--- src/rtl/brlshft_pkg.sv ---
// Shared definitions for the barrel-shift restore datapath.
// Widths, FSM state encoding and direction constants.
package brlshft_pkg;

    localparam int BRL_WIDTH = 4;
    localparam int BRL_SHW   = 2;

    typedef enum logic [1:0] {
        IDLE  = 2'b00,
        SHIFT = 2'b01,
        DONE  = 2'b10
    } state_t;

    localparam logic DIR_LEFT  = 1'b1;
    localparam logic DIR_RIGHT = 1'b0;

endpackage

--- src/rtl/brlshft_step.sv ---
// One-position inverse of a barrel shift/rotate.
// Shift undo marks the vacated position as lost.
module brlshft_step
    import brlshft_pkg::*;
#(
    parameter int WIDTH = BRL_WIDTH
) (
    input  logic [WIDTH-1:0] data,
    input  logic [WIDTH-1:0] lost,
    input  logic             l_r,
    input  logic             rot,
    output logic [WIDTH-1:0] data_nxt,
    output logic [WIDTH-1:0] lost_nxt
);

    // Undo one position of the forward op in the opposite direction
    always_comb begin
        data_nxt = data;
        lost_nxt = lost;
        unique case (1'b1)
            (l_r == DIR_LEFT) && rot: begin
                data_nxt = {data[0], data[WIDTH-1:1]};
            end
            (l_r == DIR_RIGHT) && rot: begin
                data_nxt = {data[WIDTH-2:0], data[WIDTH-1]};
            end
            (l_r == DIR_LEFT) && !rot: begin
                data_nxt = {1'b0, data[WIDTH-1:1]};
                lost_nxt = {1'b1, lost[WIDTH-1:1]};
            end
            default: begin
                data_nxt = {data[WIDTH-2:0], 1'b0};
                lost_nxt = {lost[WIDTH-2:0], 1'b1};
            end
        endcase
    end

endmodule

--- src/rtl/brlshft_unshift.sv ---
// Iterative restore of a barrel-shifted word, one position per clock.
// Positions destroyed by a logical shift are reported in lost.
module brlshft_unshift
    import brlshft_pkg::*;
#(
    parameter int WIDTH = BRL_WIDTH,
    parameter int SHW   = BRL_SHW
) (
    input  logic             clk,
    input  logic             rst,
    input  logic             in_valid,
    output logic             in_ready,
    input  logic             l_r,
    input  logic             rot,
    input  logic [SHW-1:0]   sv,
    input  logic [WIDTH-1:0] din,
    output logic             out_valid,
    input  logic             out_ready,
    output logic [WIDTH-1:0] dout,
    output logic [WIDTH-1:0] lost
);

    localparam logic [SHW-1:0] CNT_ONE  = {{(SHW-1){1'b0}}, 1'b1};
    localparam logic [SHW-1:0] CNT_ZERO = '0;

    state_t           state_q;
    state_t           state_nxt;
    logic [WIDTH-1:0] data_q;
    logic [WIDTH-1:0] lost_q;
    logic [SHW-1:0]   cnt_q;
    logic             lr_q;
    logic             rot_q;
    logic [WIDTH-1:0] data_step;
    logic [WIDTH-1:0] lost_step;
    logic             accept;

    assign accept = in_valid && (state_q == IDLE);

    brlshft_step #(
        .WIDTH (WIDTH)
    ) u_step (
        .data     (data_q),
        .lost     (lost_q),
        .l_r      (lr_q),
        .rot      (rot_q),
        .data_nxt (data_step),
        .lost_nxt (lost_step)
    );

    // State register
    always_ff @(posedge clk or posedge rst) begin
        if (rst) begin
            state_q <= IDLE;
        end else begin
            state_q <= state_nxt;
        end
    end

    // Next state and state-decoded handshake outputs
    always_comb begin
        state_nxt = state_q;
        in_ready  = 1'b0;
        out_valid = 1'b0;
        unique case (state_q)
            IDLE: begin
                in_ready = 1'b1;
                if (in_valid) begin
                    state_nxt = SHIFT;
                end
            end
            SHIFT: begin
                if (cnt_q == CNT_ZERO) begin
                    state_nxt = DONE;
                end
            end
            DONE: begin
                out_valid = 1'b1;
                if (out_ready) begin
                    state_nxt = IDLE;
                end
            end
            default: begin
                state_nxt = IDLE;
            end
        endcase
    end

    // Capture the request, then walk it back one position per cycle
    always_ff @(posedge clk or posedge rst) begin
        if (rst) begin
            data_q <= '0;
            lost_q <= '0;
            cnt_q  <= '0;
            lr_q   <= 1'b0;
            rot_q  <= 1'b0;
        end else if (accept) begin
            data_q <= din;
            lost_q <= '0;
            cnt_q  <= sv;
            lr_q   <= l_r;
            rot_q  <= rot;
        end else if (state_q == SHIFT && cnt_q != CNT_ZERO) begin
            data_q <= data_step;
            lost_q <= lost_step;
            cnt_q  <= cnt_q - CNT_ONE;
        end
    end

    assign dout = data_q;
    assign lost = lost_q;

endmodule

--- config.mk ---
export PLATFORM = sky130hd
export DESIGN_NAME = brlshft_unshift
export DESIGN_NICKNAME = d
export VERILOG_FILES = /design/src/rtl/brlshft_pkg.sv /design/src/rtl/brlshft_step.sv /design/src/rtl/brlshft_unshift.sv
export SDC_FILE = /design/constraint.sdc
export NUM_CORES = 1
export LEC_CHECK = 0
export ABC_AREA = 1
export BUFFER_PORTS_ARGS = -buffer_cell sky130_fd_sc_hd__clkbuf_2
export CORE_UTILIZATION = 55
export CTS_BUF_LIST = sky130_fd_sc_hd__clkbuf_4
export CTS_CLUSTER_SIZE = 24
export DETAILED_ROUTE_END_ITERATION = 8
export PLACE_DENSITY = 0.82
export SYNTH_ARGS = -nofsm -noshare
export SYNTH_HDL_FRONTEND = slang
export SYNTH_SLANG_ARGS = --single-unit
--- constraint.sdc ---
create_clock -name clk -period 2.46 [get_ports clk]
set_clock_uncertainty 0.15 [all_clocks]
set_input_delay 0 -clock clk [delete_from_list [all_inputs] [get_ports clk]]
set_output_delay 0 -clock clk [all_outputs]
set_load 0.02 [all_outputs]
==> flow_summary.toml <==
[run_status]
status = "finished clean"

[floorplanning]
die_h_um = 39.80
dieWidth_um = 39.80
start_util_pct = 59.64
rows = 13
die_area_um2 = 1584
fp.coreArea_um2 = 1318
io_pins = 22

[sta]
final-setup-viol-count = 0
max_slew_margin_pct = 63.12
tightest_slew_ps = 552.7
hold_slack_ps = 22.84
final_hold_viol_count = 0
setup_ws_ps = 604.5
rsz0062_at_grt = "no"
fmax_mhz = 539.0
period_share_pct = 75.42
drv_slew = 0
fin_crit_ps = 1855
setup-tns-final_ps = 0

[worst_setup_path]
r2r.worst_path.cells = 6
timing.critical_path.to_type = "flop"
cp-start-kind = "flop"
r2r_slack_ps = 600
critPathKind = "reg -> reg"
rr_endpoint = "rot_q$_DFFE_PP0P_"
critical_path_arrival_ps = 1930
worstPathRequired_ps = 2540
cp_max_fo = 6
regToRegStartpoint = "state_q[1]$_DFFE_PP0P_"

[synthesis]
synth_top_area_share_pct = 44.59
synthMuxAreaShare_pct = 0
synth-xor-area-share_pct = 0
syn_inst = 112
synth_area_um2 = 785.8
seq_area_frac_synth_pct = 44.59
synth.area.top_cells = "dfrtp_1, nand2_1, nand3_1"
synthSimpleGateAreaFrac_pct = 41.40
synth_top_family_by_area = "simple AND/OR/NAND/NOR gates"
synthAdderAreaFrac_pct = 1.592
yosysWarnings = 0
synthDistinctLibCells = 15
synth_nets = 125
yosys.area.top_type = "dfrtp_1"
synth-compound-area-share_pct = 3.344
avgSynthCellArea_um2 = 7.016
ys_ff_latch = 14

[drt]
drt_iter0_drc = 23
ant_nets = 0
wl_per_cell_um = 11.00
viasPerCell = 5.000
drt_pass1_iterations = 4
dr_total_vias = 820
detail_route.wirelength_mm = 1.804
drc = 0

[global_routing]
antenna_found_initial = 0
grt_pass1_wl_mm = 2.794
first_global_vias = 692
gr-max-usage-layer = "met2"
grt_use_met3_pct = 3.409
use_met2_pct = 47.95
globalRoute.totalOverflow = 0
grt_start_max_net_pins = 15
grt_util_met1_pct = 33.93
grt_use_total_pct = 27.51

[power]
power_frac_clock_pct = 10.5
p_int_w = 0.0006583
power_density_nw_per_um2 = 1273
power_frac_seq_pct = 33.4
p_comb_share_pct = 56.1
ir_worst_vdd_uv = 684.3
swShare_pct = 50.96
p_leak_nw = 0.6203
p_sw_w = 0.0006839

[layout]
area_delta_synth_final_pct = 34.24
final_layout_size_suffix_gt1_share_pct = 20.13
multi_input_area_um2 = 364.1
ff_latch_area_um2 = 350.3
antennaDiodeCount = 0
final_nets = 163
fillCellCount = 92

[run]
maxCapViolations = 0

[clocking]
post_cts_buffers = 0
cts.sinks = 14
numCtsBuffers = 3
ctsHoldBuffers = 13
clkLatencyLatePin_ps = 290
cts_htree_levels = 1
clockBufferDepth = 2
cts_tree = "done"
clk_pin_slew_worst_paths_ps = 90
root_buffer = "clkbuf_4"
cts_resized = 0

[hold_path]
whs_endpoint = "lost[3]$_DFFE_PP0P_"
min-delay-start = "in_valid"
holdCritPathClass = "in -> reg"
worstHoldPathCells = 4

[place]
place_congestion = 0.8175
port_buffers = 21
hpwl_mm = 1.249
pre_cts_ws_ps = 964.4
[state kept, by name, summed over array words and instances (netlist names)]
name and cells:
cnt_q 2, dout 4, lost 4, lr_q 1, rot_q 1, state_q 2
[metrics by stage]
step | power [W] | utilization [%] | area (µm²) | cells
6_report | 0.001342 | 80.06 | 1055 | 164
5_1_grt | 0.001467 | 80.06 | 1055 | 164
4_1_cts | 0.001336 | 80.06 | 1055 | 164
3_5_place_dp | 0.001175 | 68.19 | 898.4 | 147
3_3_place_gp | 0.001148 | 68.19 | 898.4 | 147
2_1_floorplan | 0.0009890 | - | 785.8 | 112
[layout make-up]
cell class | count | share of cell area (%)
multi-input combinational | 81 | 34.52
sequential | 14 | 33.21
clock inverter | 1 | 0.3559
tap | 15 | 1.779
clock buffer | 3 | 2.135
inverter | 16 | 5.694
timing repair buffer | 34 | 22.30
[power groups by stage]
stage	combinational, W	clock (W)	sequential [W]
global route	0.000859	0.000145	0.000462
finish	0.000753	0.000141	0.000448
floorplan	0.000491	0	0.000498
CTS	0.000754	0.000136	0.000446
global placement	0.000703	0	0.000446
detailed placement	0.000724	0	0.000451
[cell usage in the layout (no fill, tap or decap), drive strengths merged]
cell,n
nand3,12
clkbuf,24
nor2,8
dfrtp,14
clkinv,1
dlygate4sd3,13
inv,16
o31ai,1
nand2,54
nand4,2
o21ai,3
ha,1
[worst max path at each step]
stage	start	end	slack, ps	cells past startpoint
after detailed placement	cnt_q[0]$_DFFE_PP0P_	cnt_q[1]$_DFFE_PP0P_	960	8
final	state_q[1]$_DFFE_PP0P_	rot_q$_DFFE_PP0P_	600	6
after floorplan	state_q[0]$_DFFE_PP0P_	cnt_q[1]$_DFFE_PP0P_	1120	6
after CTS	state_q[1]$_DFFE_PP0P_	rot_q$_DFFE_PP0P_	650	6
after global placement	cnt_q[0]$_DFFE_PP0P_	cnt_q[0]$_DFFE_PP0P_	990	8
after global routing	state_q[1]$_DFFE_PP0P_	rot_q$_DFFE_PP0P_	470	6
[routing by layer]
layer / routed length [µm] / share of wire (%) / up-vias
met2: 886 / 49 / 21
met1: 830 / 46 / 377
li1: - / - / 416
met4: 35 / 1.9 / 0
met5: 0 / 0 / -
met3: 52 / 2.9 / 6
[worst max-delay path, cell delays in order, from the launching register on]
cell	delay, ps
dfrtp_1	420
inv_1	130
nand2_1	70
nor2_1	290
nand2_1	100
dlygate4sd3_1	580
nand2_1	60
[cells in the mapped netlist]
cell     instances
buf_6            1
dfrtp_1         14
ha_1             1
inv_1           15
inv_2            1
nand2_1         51
nand2_2          2
nand2_4          1
nand3_1         12
nand4_1          2
nor2_1           7
nor2_4           1
o21ai_0          2
o21ai_2          1
o31ai_1          1
[cells by family after synthesis]
| kind of cell | Yosys count |
|---|---|
| simple gates | 76 |
| buf+inv | 17 |
| fa+ha+maj | 1 |
| flops | 14 |
| compound gates | 4 |
Note: power is estimated with default switching activity, not from simulation.
